$ cat config.mk
export PLATFORM = sky130hd
export DESIGN_NAME = axil_cmd_master
export DESIGN_NICKNAME = d
export VERILOG_FILES = /design/src/rtl/axil_cmd_pkg.sv /design/src/rtl/axil_cmd_master.sv
export SDC_FILE = /design/constraint.sdc
export NUM_CORES = 1
export LEC_CHECK = 0
export ABC_AREA = 0
export BUFFER_PORTS_ARGS = -buffer_cell sky130_fd_sc_hd__buf_2
export CORE_MARGIN = 2
export CORE_UTILIZATION = 38
export CTS_BUF_LIST = sky130_fd_sc_hd__clkbuf_16
export DETAILED_ROUTE_END_ITERATION = 10
export PLACE_DENSITY = 0.77
export SYNTH_ARGS = -nofsm -noshare
export SYNTH_HDL_FRONTEND = slang
export SYNTH_SLANG_ARGS = --single-unit
$ cat constraint.sdc
create_clock -name aclk -period 6.84 [get_ports aclk]
set_clock_uncertainty 0.2 [all_clocks]
set_input_delay 0.342 -clock aclk [delete_from_list [all_inputs] [get_ports aclk]]
set_output_delay 0.342 -clock aclk [all_outputs]
set_load 0.05 [all_outputs]
$ cat src/rtl/axil_cmd_pkg.sv
// ---------------------------------------------------------------------------
// axil_cmd_pkg
// Shared types and constants for axil_cmd_master.
//   cmd_state_e : FSM state encoding (DRAIN exists only when the optional
//                 watchdog, macro AXIL_CMD_TIMEOUT_EN, is compiled in)
//   RESP_*      : AXI response codes
// ---------------------------------------------------------------------------
package axil_cmd_pkg;

`ifdef AXIL_CMD_TIMEOUT_EN
    typedef enum logic [2:0] {
        IDLE    = 3'd0,
        WR      = 3'd1,
        WR_RESP = 3'd2,
        RD_ADDR = 3'd3,
        RD_DATA = 3'd4,
        RSP     = 3'd5,
        DRAIN   = 3'd6
    } cmd_state_e;
`else
    typedef enum logic [2:0] {
        IDLE    = 3'd0,
        WR      = 3'd1,
        WR_RESP = 3'd2,
        RD_ADDR = 3'd3,
        RD_DATA = 3'd4,
        RSP     = 3'd5
    } cmd_state_e;
`endif

    localparam logic [1:0] RESP_OKAY   = 2'b00;
    localparam logic [1:0] RESP_EXOKAY = 2'b01;
    localparam logic [1:0] RESP_SLVERR = 2'b10;
    localparam logic [1:0] RESP_DECERR = 2'b11;

endpackage

$ cat src/rtl/axil_cmd_master.sv
// ---------------------------------------------------------------------------
// axil_cmd_master
// Single-outstanding AXI4-Lite initiator driven by a simple command/response
// port. A command is accepted in IDLE, turned into one AXI4-Lite read or write,
// and the BRESP/RRESP (plus read data) comes back on the response port.
//
// Optional feature: define AXIL_CMD_TIMEOUT_EN to add a watchdog that answers
// a stalled transaction with SLVERR/rsp_timeout and then drains the late AXI
// handshakes before returning to IDLE.
//
// Ports
//   aclk, areset             clock, asynchronous active-high reset
//   cmd_valid/cmd_ready      command handshake (cmd_ready is combinational)
//   cmd_we, cmd_addr,
//   cmd_wdata, cmd_wstrb     command payload (1 = write, 0 = read)
//   rsp_valid/rsp_ready      response handshake
//   rsp_rdata, rsp_resp,
//   rsp_timeout              response payload (rdata is 0 for writes)
//   m_axi_*                  AXI4-Lite master channels (AW, W, B, AR, R)
// ---------------------------------------------------------------------------
module axil_cmd_master #(
    parameter int ADDR_WIDTH     = 32,
    parameter int DATA_WIDTH     = 32,
    parameter int TIMEOUT_CYCLES = 1024
) (
    input  logic                      aclk,
    input  logic                      areset,
    // command port
    input  logic                      cmd_valid,
    output logic                      cmd_ready,
    input  logic                      cmd_we,
    input  logic [ADDR_WIDTH-1:0]     cmd_addr,
    input  logic [DATA_WIDTH-1:0]     cmd_wdata,
    input  logic [DATA_WIDTH/8-1:0]   cmd_wstrb,
    // response port
    output logic                      rsp_valid,
    input  logic                      rsp_ready,
    output logic [DATA_WIDTH-1:0]     rsp_rdata,
    output logic [1:0]                rsp_resp,
    output logic                      rsp_timeout,
    // AXI4-Lite write address
    output logic [ADDR_WIDTH-1:0]     m_axi_awaddr,
    output logic [2:0]                m_axi_awprot,
    output logic                      m_axi_awvalid,
    input  logic                      m_axi_awready,
    // AXI4-Lite write data
    output logic [DATA_WIDTH-1:0]     m_axi_wdata,
    output logic [DATA_WIDTH/8-1:0]   m_axi_wstrb,
    output logic                      m_axi_wvalid,
    input  logic                      m_axi_wready,
    // AXI4-Lite write response
    input  logic [1:0]                m_axi_bresp,
    input  logic                      m_axi_bvalid,
    output logic                      m_axi_bready,
    // AXI4-Lite read address
    output logic [ADDR_WIDTH-1:0]     m_axi_araddr,
    output logic [2:0]                m_axi_arprot,
    output logic                      m_axi_arvalid,
    input  logic                      m_axi_arready,
    // AXI4-Lite read data
    input  logic [DATA_WIDTH-1:0]     m_axi_rdata,
    input  logic [1:0]                m_axi_rresp,
    input  logic                      m_axi_rvalid,
    output logic                      m_axi_rready
);

    import axil_cmd_pkg::*;

    localparam int SW = DATA_WIDTH / 8;

    // Elaboration-time parameter sanity checks.
    if (!((DATA_WIDTH == 32) || (DATA_WIDTH == 64))) begin : g_bad_data_width
        $error("axil_cmd_master: DATA_WIDTH must be 32 or 64");
    end
    if (TIMEOUT_CYCLES < 2) begin : g_bad_timeout
        $error("axil_cmd_master: TIMEOUT_CYCLES must be at least 2");
    end

    // ------------------------------------------------------------------
    // State and registered outputs
    // ------------------------------------------------------------------
    cmd_state_e              state_r,     state_nxt_s;
    logic                    awvalid_r,   awvalid_nxt_s;
    logic                    wvalid_r,    wvalid_nxt_s;
    logic                    arvalid_r,   arvalid_nxt_s;
    logic                    bready_r,    bready_nxt_s;
    logic                    rready_r,    rready_nxt_s;
    logic [ADDR_WIDTH-1:0]   awaddr_r,    awaddr_nxt_s;
    logic [ADDR_WIDTH-1:0]   araddr_r,    araddr_nxt_s;
    logic [DATA_WIDTH-1:0]   wdata_r,     wdata_nxt_s;
    logic [SW-1:0]           wstrb_r,     wstrb_nxt_s;
    logic                    rsp_valid_r, rsp_valid_nxt_s;
    logic [DATA_WIDTH-1:0]   rsp_rdata_r, rsp_rdata_nxt_s;
    logic [1:0]              rsp_resp_r,  rsp_resp_nxt_s;

    logic aw_hs_s;
    logic w_hs_s;
    logic ar_hs_s;
    logic b_hs_s;
    logic r_hs_s;

    assign aw_hs_s = awvalid_r & m_axi_awready;
    assign w_hs_s  = wvalid_r  & m_axi_wready;
    assign ar_hs_s = arvalid_r & m_axi_arready;
    assign b_hs_s  = bready_r  & m_axi_bvalid;
    assign r_hs_s  = rready_r  & m_axi_rvalid;

`ifdef AXIL_CMD_TIMEOUT_EN
    localparam int                CNT_W    = $clog2(TIMEOUT_CYCLES) + 1;
    localparam logic [CNT_W-1:0]  TMO_LAST = CNT_W'(TIMEOUT_CYCLES - 1);
    localparam logic [CNT_W-1:0]  CNT_ONE  = {{(CNT_W-1){1'b0}}, 1'b1};

    logic [CNT_W-1:0] cnt_r, cnt_nxt_s;
    logic             in_wait_s;
    logic             tmo_hit_s;
    // wr_out/rd_out: an AXI transaction still owes us its B/R beat
    logic             wr_out_r, wr_out_nxt_s;
    logic             rd_out_r, rd_out_nxt_s;
    logic             rsp_timeout_r, rsp_timeout_nxt_s;

    assign in_wait_s = (state_r == WR) || (state_r == WR_RESP) ||
                       (state_r == RD_ADDR) || (state_r == RD_DATA);
    assign tmo_hit_s = in_wait_s && (cnt_r == TMO_LAST);

    // Watchdog count: restarts on every state change, advances only while waiting on the slave.
    always_comb begin
        cnt_nxt_s = cnt_r;
        if (state_nxt_s != state_r) begin
            cnt_nxt_s = {CNT_W{1'b0}};
        end else if (in_wait_s) begin
            cnt_nxt_s = cnt_r + CNT_ONE;
        end else begin
            cnt_nxt_s = cnt_r;
        end
    end
`endif

    // Next-state and next-output decode for the transaction FSM.
    always_comb begin
        state_nxt_s     = state_r;
        // a valid stays up until its own handshake, independently of the others
        awvalid_nxt_s   = awvalid_r & ~aw_hs_s;
        wvalid_nxt_s    = wvalid_r  & ~w_hs_s;
        arvalid_nxt_s   = arvalid_r & ~ar_hs_s;
        bready_nxt_s    = 1'b0;
        rready_nxt_s    = 1'b0;
        awaddr_nxt_s    = awaddr_r;
        araddr_nxt_s    = araddr_r;
        wdata_nxt_s     = wdata_r;
        wstrb_nxt_s     = wstrb_r;
        rsp_valid_nxt_s = rsp_valid_r;
        rsp_rdata_nxt_s = rsp_rdata_r;
        rsp_resp_nxt_s  = rsp_resp_r;
`ifdef AXIL_CMD_TIMEOUT_EN
        rsp_timeout_nxt_s = rsp_timeout_r;
        wr_out_nxt_s      = wr_out_r & ~b_hs_s;
        rd_out_nxt_s      = rd_out_r & ~r_hs_s;
`endif

        case (state_r)
            IDLE: begin
                if (cmd_valid) begin
                    if (cmd_we) begin
                        awaddr_nxt_s  = cmd_addr;
                        wdata_nxt_s   = cmd_wdata;
                        wstrb_nxt_s   = cmd_wstrb;
                        awvalid_nxt_s = 1'b1;
                        wvalid_nxt_s  = 1'b1;
                        state_nxt_s   = WR;
`ifdef AXIL_CMD_TIMEOUT_EN
                        wr_out_nxt_s  = 1'b1;
`endif
                    end else begin
                        araddr_nxt_s  = cmd_addr;
                        arvalid_nxt_s = 1'b1;
                        state_nxt_s   = RD_ADDR;
`ifdef AXIL_CMD_TIMEOUT_EN
                        rd_out_nxt_s  = 1'b1;
`endif
                    end
                end else begin
                    state_nxt_s = IDLE;
                end
            end

            WR: begin
                if (!awvalid_nxt_s && !wvalid_nxt_s) begin
                    bready_nxt_s = 1'b1;
                    state_nxt_s  = WR_RESP;
`ifdef AXIL_CMD_TIMEOUT_EN
                end else if (tmo_hit_s) begin
                    rsp_valid_nxt_s   = 1'b1;
                    rsp_rdata_nxt_s   = {DATA_WIDTH{1'b0}};
                    rsp_resp_nxt_s    = RESP_SLVERR;
                    rsp_timeout_nxt_s = 1'b1;
                    state_nxt_s       = RSP;
`endif
                end else begin
                    state_nxt_s = WR;
                end
            end

            WR_RESP: begin
                if (b_hs_s) begin
                    rsp_valid_nxt_s = 1'b1;
                    rsp_rdata_nxt_s = {DATA_WIDTH{1'b0}};
                    rsp_resp_nxt_s  = m_axi_bresp;
                    state_nxt_s     = RSP;
`ifdef AXIL_CMD_TIMEOUT_EN
                    rsp_timeout_nxt_s = 1'b0;
                end else if (tmo_hit_s) begin
                    rsp_valid_nxt_s   = 1'b1;
                    rsp_rdata_nxt_s   = {DATA_WIDTH{1'b0}};
                    rsp_resp_nxt_s    = RESP_SLVERR;
                    rsp_timeout_nxt_s = 1'b1;
                    state_nxt_s       = RSP;
`endif
                end else begin
                    bready_nxt_s = 1'b1;
                    state_nxt_s  = WR_RESP;
                end
            end

            RD_ADDR: begin
                if (ar_hs_s) begin
                    rready_nxt_s = 1'b1;
                    state_nxt_s  = RD_DATA;
`ifdef AXIL_CMD_TIMEOUT_EN
                end else if (tmo_hit_s) begin
                    rsp_valid_nxt_s   = 1'b1;
                    rsp_rdata_nxt_s   = {DATA_WIDTH{1'b0}};
                    rsp_resp_nxt_s    = RESP_SLVERR;
                    rsp_timeout_nxt_s = 1'b1;
                    state_nxt_s       = RSP;
`endif
                end else begin
                    state_nxt_s = RD_ADDR;
                end
            end

            RD_DATA: begin
                if (r_hs_s) begin
                    rsp_valid_nxt_s = 1'b1;
                    rsp_rdata_nxt_s = m_axi_rdata;
                    rsp_resp_nxt_s  = m_axi_rresp;
                    state_nxt_s     = RSP;
`ifdef AXIL_CMD_TIMEOUT_EN
                    rsp_timeout_nxt_s = 1'b0;
                end else if (tmo_hit_s) begin
                    rsp_valid_nxt_s   = 1'b1;
                    rsp_rdata_nxt_s   = {DATA_WIDTH{1'b0}};
                    rsp_resp_nxt_s    = RESP_SLVERR;
                    rsp_timeout_nxt_s = 1'b1;
                    state_nxt_s       = RSP;
`endif
                end else begin
                    rready_nxt_s = 1'b1;
                    state_nxt_s  = RD_DATA;
                end
            end

            RSP: begin
                if (rsp_ready) begin
                    rsp_valid_nxt_s = 1'b0;
`ifdef AXIL_CMD_TIMEOUT_EN
                    // a timed-out transaction is still live on AXI: finish it first
                    if (wr_out_nxt_s || rd_out_nxt_s) begin
                        bready_nxt_s = wr_out_nxt_s;
                        rready_nxt_s = rd_out_nxt_s;
                        state_nxt_s  = DRAIN;
                    end else begin
                        state_nxt_s  = IDLE;
                    end
`else
                    state_nxt_s = IDLE;
`endif
                end else begin
                    state_nxt_s = RSP;
                end
            end

`ifdef AXIL_CMD_TIMEOUT_EN
            DRAIN: begin
                // late B/R beats are accepted and discarded
                if (!wr_out_nxt_s && !rd_out_nxt_s) begin
                    state_nxt_s = IDLE;
                end else begin
                    bready_nxt_s = wr_out_nxt_s;
                    rready_nxt_s = rd_out_nxt_s;
                    state_nxt_s  = DRAIN;
                end
            end
`endif

            default: begin
                state_nxt_s = IDLE;
            end
        endcase
    end

    // State and output registers; async reset abandons any in-flight transaction.
    always_ff @(posedge aclk or posedge areset) begin
        if (areset) begin
            state_r     <= IDLE;
            awvalid_r   <= 1'b0;
            wvalid_r    <= 1'b0;
            arvalid_r   <= 1'b0;
            bready_r    <= 1'b0;
            rready_r    <= 1'b0;
            awaddr_r    <= {ADDR_WIDTH{1'b0}};
            araddr_r    <= {ADDR_WIDTH{1'b0}};
            wdata_r     <= {DATA_WIDTH{1'b0}};
            wstrb_r     <= {SW{1'b0}};
            rsp_valid_r <= 1'b0;
            rsp_rdata_r <= {DATA_WIDTH{1'b0}};
            rsp_resp_r  <= RESP_OKAY;
`ifdef AXIL_CMD_TIMEOUT_EN
            cnt_r         <= {CNT_W{1'b0}};
            wr_out_r      <= 1'b0;
            rd_out_r      <= 1'b0;
            rsp_timeout_r <= 1'b0;
`endif
        end else begin
            state_r     <= state_nxt_s;
            awvalid_r   <= awvalid_nxt_s;
            wvalid_r    <= wvalid_nxt_s;
            arvalid_r   <= arvalid_nxt_s;
            bready_r    <= bready_nxt_s;
            rready_r    <= rready_nxt_s;
            awaddr_r    <= awaddr_nxt_s;
            araddr_r    <= araddr_nxt_s;
            wdata_r     <= wdata_nxt_s;
            wstrb_r     <= wstrb_nxt_s;
            rsp_valid_r <= rsp_valid_nxt_s;
            rsp_rdata_r <= rsp_rdata_nxt_s;
            rsp_resp_r  <= rsp_resp_nxt_s;
`ifdef AXIL_CMD_TIMEOUT_EN
            cnt_r         <= cnt_nxt_s;
            wr_out_r      <= wr_out_nxt_s;
            rd_out_r      <= rd_out_nxt_s;
            rsp_timeout_r <= rsp_timeout_nxt_s;
`endif
        end
    end

    assign cmd_ready     = (state_r == IDLE);
    assign rsp_valid     = rsp_valid_r;
    assign rsp_rdata     = rsp_rdata_r;
    assign rsp_resp      = rsp_resp_r;
`ifdef AXIL_CMD_TIMEOUT_EN
    assign rsp_timeout   = rsp_timeout_r;
`else
    assign rsp_timeout   = 1'b0;
`endif
    assign m_axi_awaddr  = awaddr_r;
    assign m_axi_awprot  = 3'b000;
    assign m_axi_awvalid = awvalid_r;
    assign m_axi_wdata   = wdata_r;
    assign m_axi_wstrb   = wstrb_r;
    assign m_axi_wvalid  = wvalid_r;
    assign m_axi_bready  = bready_r;
    assign m_axi_araddr  = araddr_r;
    assign m_axi_arprot  = 3'b000;
    assign m_axi_arvalid = arvalid_r;
    assign m_axi_rready  = rready_r;

endmodule

==> results by group, run 1 <==
STA
  • Clock period minus worst slack: 2712 ps
  • Slew @ Worst Pin: 1277 ps
  • Slew margin rel.: 0.1451
  • Unrepaired setup endpoints after global routing: false
  • Setup-failing EPs final: 0
  • Final count of hold timing violations: 0
  • Final worst-path cycle share: 0.3964
  • Fmax: 368.8 MHz
  • WHS: 27.34 ps
  • Max Slew Vio Count: 0
  • Final TNS setup: 0 ps

Global routing
  • Largest net degree at the start of global routing: 79
  • Initial antenna violation count: 2
  • Grt total ovfl: 0
  • Tot GR Track Use: 0.1921
  • Vias in the first global route: 4594
  • Global-route wire length before repair: 22430 µm

Job
  • Number of max-cap violations: 0

Worst setup path
  • R2r startpoint: state_r[1]
  • Critical path class: register to register
  • Critical path origin: state_r[1]
  • CP Capture Type: register
  • CP required: 6920 ps
  • Arrival time at the worst endpoint: 2790 ps
  • Crit-path max FO: 70
  • Startpoint types: register

Min path
  • Worst hold path class: primary input to register
  • Hold Path Origin: m_axi_wready

Placed design
  • Placed inst area: 6830 µm²
  • PortBufs: 254
  • Dpl hpwl: 9206 µm
  • RD Place Congestion: 0.7678

Floorplanning
  • Die Wd: 123.8 µm
  • FP Rows: 43
  • I/O pins: 262
  • Die H: 123.8 µm
  • Core area: 13930 µm²
  • Effective utilization at floorplan: 0.3911
  • Die Area: 15320 µm²

Run status
  • Outcome: finished clean

Layout
  • Commonest non-fill, non-tap cell in the layout: buf_2
  • P&R area growth vs syn: 54.94%
  • Final instance area: 8444 µm²
  • Layout cells sized above 1: 0.5424
  • Fin util: 0.6060
  • Most frequent cells in the layout: buf_2 (254), dfrtp_1 (143), mux2_2 (104), dlygate4sd3_1 (103), a22o_1 (32)
  • Final net count: 820
  • Fill count: 1049

Synthesis
  • Post-synth top flop: dfrtp_1
  • Asr flop ratio synth: 1.000
  • Yosys Warn Count: 0
  • Synth cell types: 28
  • Sequential share of the synthesized area: 0.6566
  • Flops & latches, synth: 143
  • Synth Instances: 349
  • Cell Area, Synth: 5450 µm²
  • Mean area per synthesized cell: 15.62 µm²
  • Post-synth EDFFs: 0

Pwr
  • Final Total Pwr: 0.004524 W
  • Power Density: 535.7 nW/µm²
  • Worst VDD drop: 0.3886 mV
  • Leakage power: 4.266 nW

Drt
  • DRC viols: 0
  • Avg WL per Cell: 16.37 µm
  • Met3 WL: 1182 µm
  • Top layer in use: met4
  • DRT Pass-1 Iters: 4
  • DR vias/cell: 4.739
  • DRT iter0 DRCs: 133
  • Vias post-DR: 4265
  • WL final: 14740 µm
  • M1 WL: 5654 µm
  • Met2 wire len: 7721 µm
  • Post-route ant nets: 0

CTS
  • Clock slew at reported path FFs: 50 ps
  • Insertion delay to the later sink of the worst-skew pair: 410 ps
  • CTS tree: done
  • CTS H-tree depth: 4
  • Number of buffers created by CTS: 17
  • Clock buffer depth: 2
  • Clock root buffer: clkbuf_16
  • # clock sinks: 143
  • Gates resized, CTS repair: 0
-- cell families (layout without fill, tap and decap cells) --
family | Yosys count | count (layout) | share of synthesized area
AOI/OAI and AO/OA | 44 | 44 | 0.06566
xor gates and xnor gates | 1 | 1 | 0.001607
buffers and inverters | 31 | 395 | 0.03535
DFF | 143 | 143 | 0.6566
muxes | 104 | 104 | 0.2149
other | 1 | 8 | 0.0006880
and+or+nand+nor | 25 | 25 | 0.02525
-- synth_stat cells, types with 2 or more instances --
master | instances | area, µm²
nand2b_1 | 4 | 25.02
nand3_1 | 2 | 10.01
mux2_2 | 104 | 1171
or3_1 | 2 | 12.51
o21ai_0 | 3 | 15.01
inv_1 | 3 | 11.26
buf_4 | 10 | 75.07
buf_6 | 3 | 33.78
nand2_1 | 8 | 30.03
buf_2 | 13 | 65.06
o211ai_1 | 2 | 15.01
clkbuf_1 | 2 | 7.510
a22o_1 | 32 | 280.3
nor3b_1 | 3 | 22.52
a31oi_1 | 3 | 18.77
dfrtp_1 | 143 | 3578
-- worst max-delay path, cell delays in order, from the launching register on --
cell	delay, ps
dfrtp_1	490
nor3_1	450
nand3_4	830
mux2_2	590
-- timing repair --
action                                 CTS  global route
endpoints found under the hold margin  199             0
hold buffers                           103             0
setup buffers                            0             0
-- per-stage QoR --
step,cells,setup WS [ps]
floorplan,355,2460
global placement,764,4240
detailed placement,764,4072
CTS,899,4078
global route,900,3882
finish,900,4128
-- report_power, final --
part / internal [W] / switching, W / total (W)
logic: 0.000620 / 0.00163 / 0.00225
registers: 0.00119 / 0.000190 / 0.00138
clock network: 0.000564 / 0.000332 / 0.000896
total: 0.00237 / 0.00215 / 0.00452
-- per-layer routing --
layer | vias to the layer above | GRT usage
li1 | 1954 | -
met3 | 13 | 0.06593
met1 | 2102 | 0.2042
met2 | 196 | 0.3510
met5 | - | 0
met4 | 0 | 0.06960
-- state kept, by name, summed over array words and instances (netlist names) --
signal,cells
rsp_rdata,32
m_axi_wdata,32
rsp_resp,2
m_axi_araddr,32
state_r,3
m_axi_arvalid,1
m_axi_wvalid,1
m_axi_awaddr,32
rsp_valid,1
m_axi_bready,1
m_axi_wstrb,4
m_axi_awvalid,1
m_axi_rready,1
-- path summary, 6_finish.rpt --
check	cells past startpoint	end	slack, ps
max in group asynchronous	4	m_axi_wdata[4]	4670
max	3	m_axi_wdata[0]	4130
max reg2reg	3	m_axi_wdata[0]	4130
min	3	m_axi_wvalid	30
min in group asynchronous	3	m_axi_wdata[7]	350
min reg2reg	1	rsp_rdata[26]	300
-- area by class of cell --
| class | count | area (µm²) | area share |
|---|---|---|---|
| diodes | 1 | 2.502 | 0.0002963 |
| clock buffers | 17 | 425.4 | 0.05038 |
| clock inverters | 15 | 155.1 | 0.01837 |
| inverters | 3 | 16.27 | 0.001926 |
| multi-input cells | 181 | 1717 | 0.2033 |
| flip-flops and latches | 143 | 3578 | 0.4238 |
| well taps | 180 | 225.2 | 0.02667 |
| repair buffers | 360 | 2325 | 0.2753 |
Note: power is estimated with default switching activity, not from simulation.
==> inputs of run 2 (changes only) <==
--- a/config.mk
+++ b/config.mk
@@ -5,13 +5,13 @@
 export SDC_FILE = /design/constraint.sdc
 export NUM_CORES = 1
 export LEC_CHECK = 0
-export ABC_AREA = 0
+export ABC_AREA = 1
 export BUFFER_PORTS_ARGS = -buffer_cell sky130_fd_sc_hd__buf_2
 export CORE_MARGIN = 2
 export CORE_UTILIZATION = 38
 export CTS_BUF_LIST = sky130_fd_sc_hd__clkbuf_16
 export DETAILED_ROUTE_END_ITERATION = 10
-export PLACE_DENSITY = 0.77
+export PLACE_DENSITY = 0.78
 export SYNTH_ARGS = -nofsm -noshare
 export SYNTH_HDL_FRONTEND = slang
 export SYNTH_SLANG_ARGS = --single-unit
==> constraint.sdc (replaced) <==
create_clock -name aclk -period 2.4 [get_ports aclk]
set_clock_uncertainty 0.2 [all_clocks]
set_input_delay 0.12 -clock aclk [delete_from_list [all_inputs] [get_ports aclk]]
set_output_delay 0.12 -clock aclk [all_outputs]
set_load 0.05 [all_outputs]
==> run 2 against run 1 <==
  * Register-to-register slack lost 4000 ps
  * Non-clock buffer count is 19 higher
  * First-iteration DRC count up 79%
  * Sequential share of layout area down 2.1 points
  * Design area up 5.2%
  * Routed wire length up 16%
  * Worst setup slack lost 4000 ps
  * Sequential power rose to 2.7 times the previous value
  * Via count grew 28%
  * Power grew to 2.7 times the previous value
  * Die area is 5.9% higher
  * Worst hold slack got worse by 0.59 ps
  * Largest cell class unchanged
==> results by group, run 2 <==
Synthesis
  • Most frequent cell after synthesis: nand2_1 (was dfrtp_1)
  • Area contributors post-synth: dfrtp_1 (62%), nand2_1 (13%), o21ai_0 (7.0%) (was dfrtp_1 (66%), mux2_2 (21%), a22o_1 (5.1%))
  • Cell Area, Synth: 5781 µm² (was 5450 µm²)
  • Synth top area share: 0.6190 (was 0.6566)
  • Sequential share of the synthesized area: 0.6190 (was 0.6566)
  • Post-synth EDFFs: 0 (unchanged)
  • Top cells by count, synth: nand2_1 (200), dfrtp_1 (143), o21ai_0 (81) (was dfrtp_1 (143), mux2_2 (104), a22o_1 (32))
  • Yosys Warn Count: 0 (unchanged)
  • Mean area per synthesized cell: 9.384 µm² (was 15.62 µm²)
  • Post-synth top flop: dfrtp_1 (unchanged)
  • Flops & latches, synth: 143 (unchanged)
  • Synth Instances: 616 (was 349)
  • Synth cell types: 24 (was 28)
  • Asr flop ratio synth: 1.000 (unchanged)
  • Synth area leader: dfrtp_1 (unchanged)

Pwr
  • Power Density: 1381 nW/µm² (was 535.7 nW/µm²)
  • Final Total Pwr: 0.01228 W (was 0.004524 W)
  • Leakage power: 5.061 nW (was 4.266 nW)
  • Worst VDD drop: 0.8113 mV (was 0.3886 mV)

CTS
  • CTS tree: done (unchanged)
  • # clock sinks: 143 (unchanged)
  • CTS H-tree depth: 4 (unchanged)
  • Clock buffer depth: 2 (unchanged)
  • Number of buffers created by CTS: 17 (unchanged)
  • Clock slew at reported path FFs: 60 ps (was 50 ps)
  • Clock root buffer: clkbuf_16 (unchanged)
  • Post-CTS Setup Bufs: 0 (unchanged)
  • Insertion delay to the later sink of the worst-skew pair: 410 ps (about the same)

Floorplanning
  • Core area: 15030 µm² (was 13930 µm²)
  • Die H: 127.3 µm (was 123.8 µm)
  • Effective utilization at floorplan: 0.3845 (was 0.3911)
  • I/O pins: 262 (unchanged)
  • Die Wd: 127.3 µm (was 123.8 µm)
  • Die Area: 16210 µm² (was 15320 µm²)
  • FP Rows: 45 (was 43)

Placed design
  • PortBufs: 254 (unchanged)
  • Dpl hpwl: 9980 µm (was 9206 µm)
  • Placed inst area: 7131 µm² (was 6830 µm²)
  • Dpl cells: 1034 (was 764)
  • RD Place Congestion: 0.8302 (was 0.7678)
  • Dpl ws: 560.7 ps (was 4072 ps)

STA
  • Setup-failing EPs final: 0 (unchanged)
  • Final TNS setup: 0 ps (unchanged)
  • Max Slew Vio Count: 0 (unchanged)
  • Unrepaired setup endpoints after global routing: false (unchanged)
  • Final worst-path cycle share: 0.9377 (was 0.3964)
  • Final count of hold timing violations: 0 (unchanged)
  • Slew @ Worst Pin: 788.5 ps (was 1277 ps)
  • Clock period minus worst slack: 2250 ps (was 2712 ps)
  • Slew margin rel.: 0.4743 (was 0.1451)
  • Fmax: 444.4 MHz (was 368.8 MHz)
  • Final Worst Setup Slack: 149.6 ps (was 4128 ps)

Layout
  • Antenna diode count: 0 (was 1)
  • Post-route insts no fill: 1182 (was 900)
  • Most frequent cells in the layout: buf_2 (254), nand2_1 (199), dfrtp_1 (143), dlygate4sd3_1 (117), o21ai_0 (81) (was buf_2 (254), dfrtp_1 (143), mux2_2 (104), dlygate4sd3_1 (103), a22o_1 (32))
  • Commonest non-fill, non-tap cell in the layout: buf_2 (unchanged)
  • Final instance area: 8886 µm² (was 8444 µm²)
  • Layout cells sized above 1: 0.3109 (was 0.5424)
  • Final net count: 1096 (was 820)
  • P&R area growth vs syn: 53.72% (was 54.94%)

Drt
  • WL final: 17040 µm (was 14740 µm)
  • Vias post-DR: 5476 (was 4265)
  • DR vias/cell: 4.633 (was 4.739)
  • DRT iter0 DRCs: 238 (was 133)
  • Avg WL per Cell: 14.41 µm (was 16.37 µm)
  • DRC viols: 0 (unchanged)
  • DRT Pass-1 Iters: 5 (was 4)
  • Post-route ant nets: 0 (unchanged)

Min path
  • Worst hold path class: primary input to register (unchanged)

Worst setup path
  • CP Capture Type: register (unchanged)
  • CP Cell Sequence: nor2_1, nand3_1, nand3_2, buf_6, nand2_1, o21ai_0, dlygate4sd3_1 (was nor3_1, nand3_4, mux2_2)
  • CP required: 2530 ps (was 6920 ps)
  • Startpoint types: register (unchanged)
  • Slowest stage delay, CP: 590 ps (was 830 ps)
  • Arrival time at the worst endpoint: 2390 ps (was 2790 ps)
  • Critical path class: register to register (unchanged)
  • Crit-path max FO: 36 (was 70)
  • Slowest CP cell: dlygate4sd3_1 (was nand3_4)

Global routing
  • Global-route wire length before repair: 27100 µm (was 22430 µm)
  • Tot GR Track Use: 0.2122 (was 0.1921)
  • Grt total ovfl: 0 (unchanged)
  • Vias in the first global route: 5593 (was 4594)
  • Largest net degree at the start of global routing: 144 (was 79)
  • Initial antenna violation count: 0 (was 2)

Run status
  • Outcome: finished clean (unchanged)

Job
  • Number of max-cap violations: 0 (unchanged)
## run 2: logic make-up after synthesis
group           after synthesis  share of synthesized area
simple gates                255                     0.1846
flops                       143                     0.6190
buf+inv                     117                     0.1006
compound gates              100                    0.09502
other cells                   1                  0.0006487
## run 2: worst paths after layout
| path | end | slack [ps] | cells after the start | from |
|---|---|---|---|---|
| setup / recovery | rsp_rdata[3] | 150 | 7 | state_r[2] |
| setup reg to reg | rsp_rdata[3] | 150 | 7 | state_r[2] |
| hold reg to reg | m_axi_wdata[16] | 270 | 2 | m_axi_wdata[16] |
| hold / removal | state_r[0] | 30 | 5 | cmd_valid |
| min in group asynchronous | rsp_rdata[21] | 250 | 4 | areset |
| max in group asynchronous | m_axi_wvalid | 1120 | 4 | areset |
## run 2: where the power goes
group / internal (W) / total [W] / switching (W)
clock: 0.00161 / 0.00259 / 0.000980
combinational: 0.00135 / 0.00589 / 0.00454
sequential: 0.00327 / 0.00379 / 0.000521
total: 0.00623 / 0.0123 / 0.00604
## run 2: metrics by stage
stage          utilization  hold WS [ps]
5_1_grt             0.5911         50.97
4_1_cts             0.5907         5.562
3_5_place_dp        0.4743         130.3
2_1_floorplan            -         27.94
3_3_place_gp        0.4743         126.3
6_report            0.5911         26.75
## run 2: layer usage
metal | global-route usage | vias up | share of wire
li1 | - | 2643 | -
met1 | 0.2397 | 2562 | 0.39
met2 | 0.3737 | 227 | 0.51
met3 | 0.05276 | 44 | 0.063
met4 | 0.1060 | 0 | 0.031
met5 | 0 | - | 0
## run 2: critical path: cells and delay by family (launching register included)
family	cells	cell delay (ps)
and+or+nand+nor	4	580
DFF	1	450
buffers and inverters	2	850
AOI/OAI and AO/OA	1	90
## run 2: area by class of cell
cell class	instances	area [µm²]
fill	1227	6147
tap	188	235.2
clock inverter	14	152.6
sequential	143	3578
multi-input combinational	362	1650
clock buffer	17	425.4
inverter	79	300.3
timing repair buffer	379	2544
## run 2: timing repair
action	CTS	global route
hold buffers	117	0
resized for setup	0	2
hold endpoints to repair	286	0
endpoints found under the setup margin	0	3
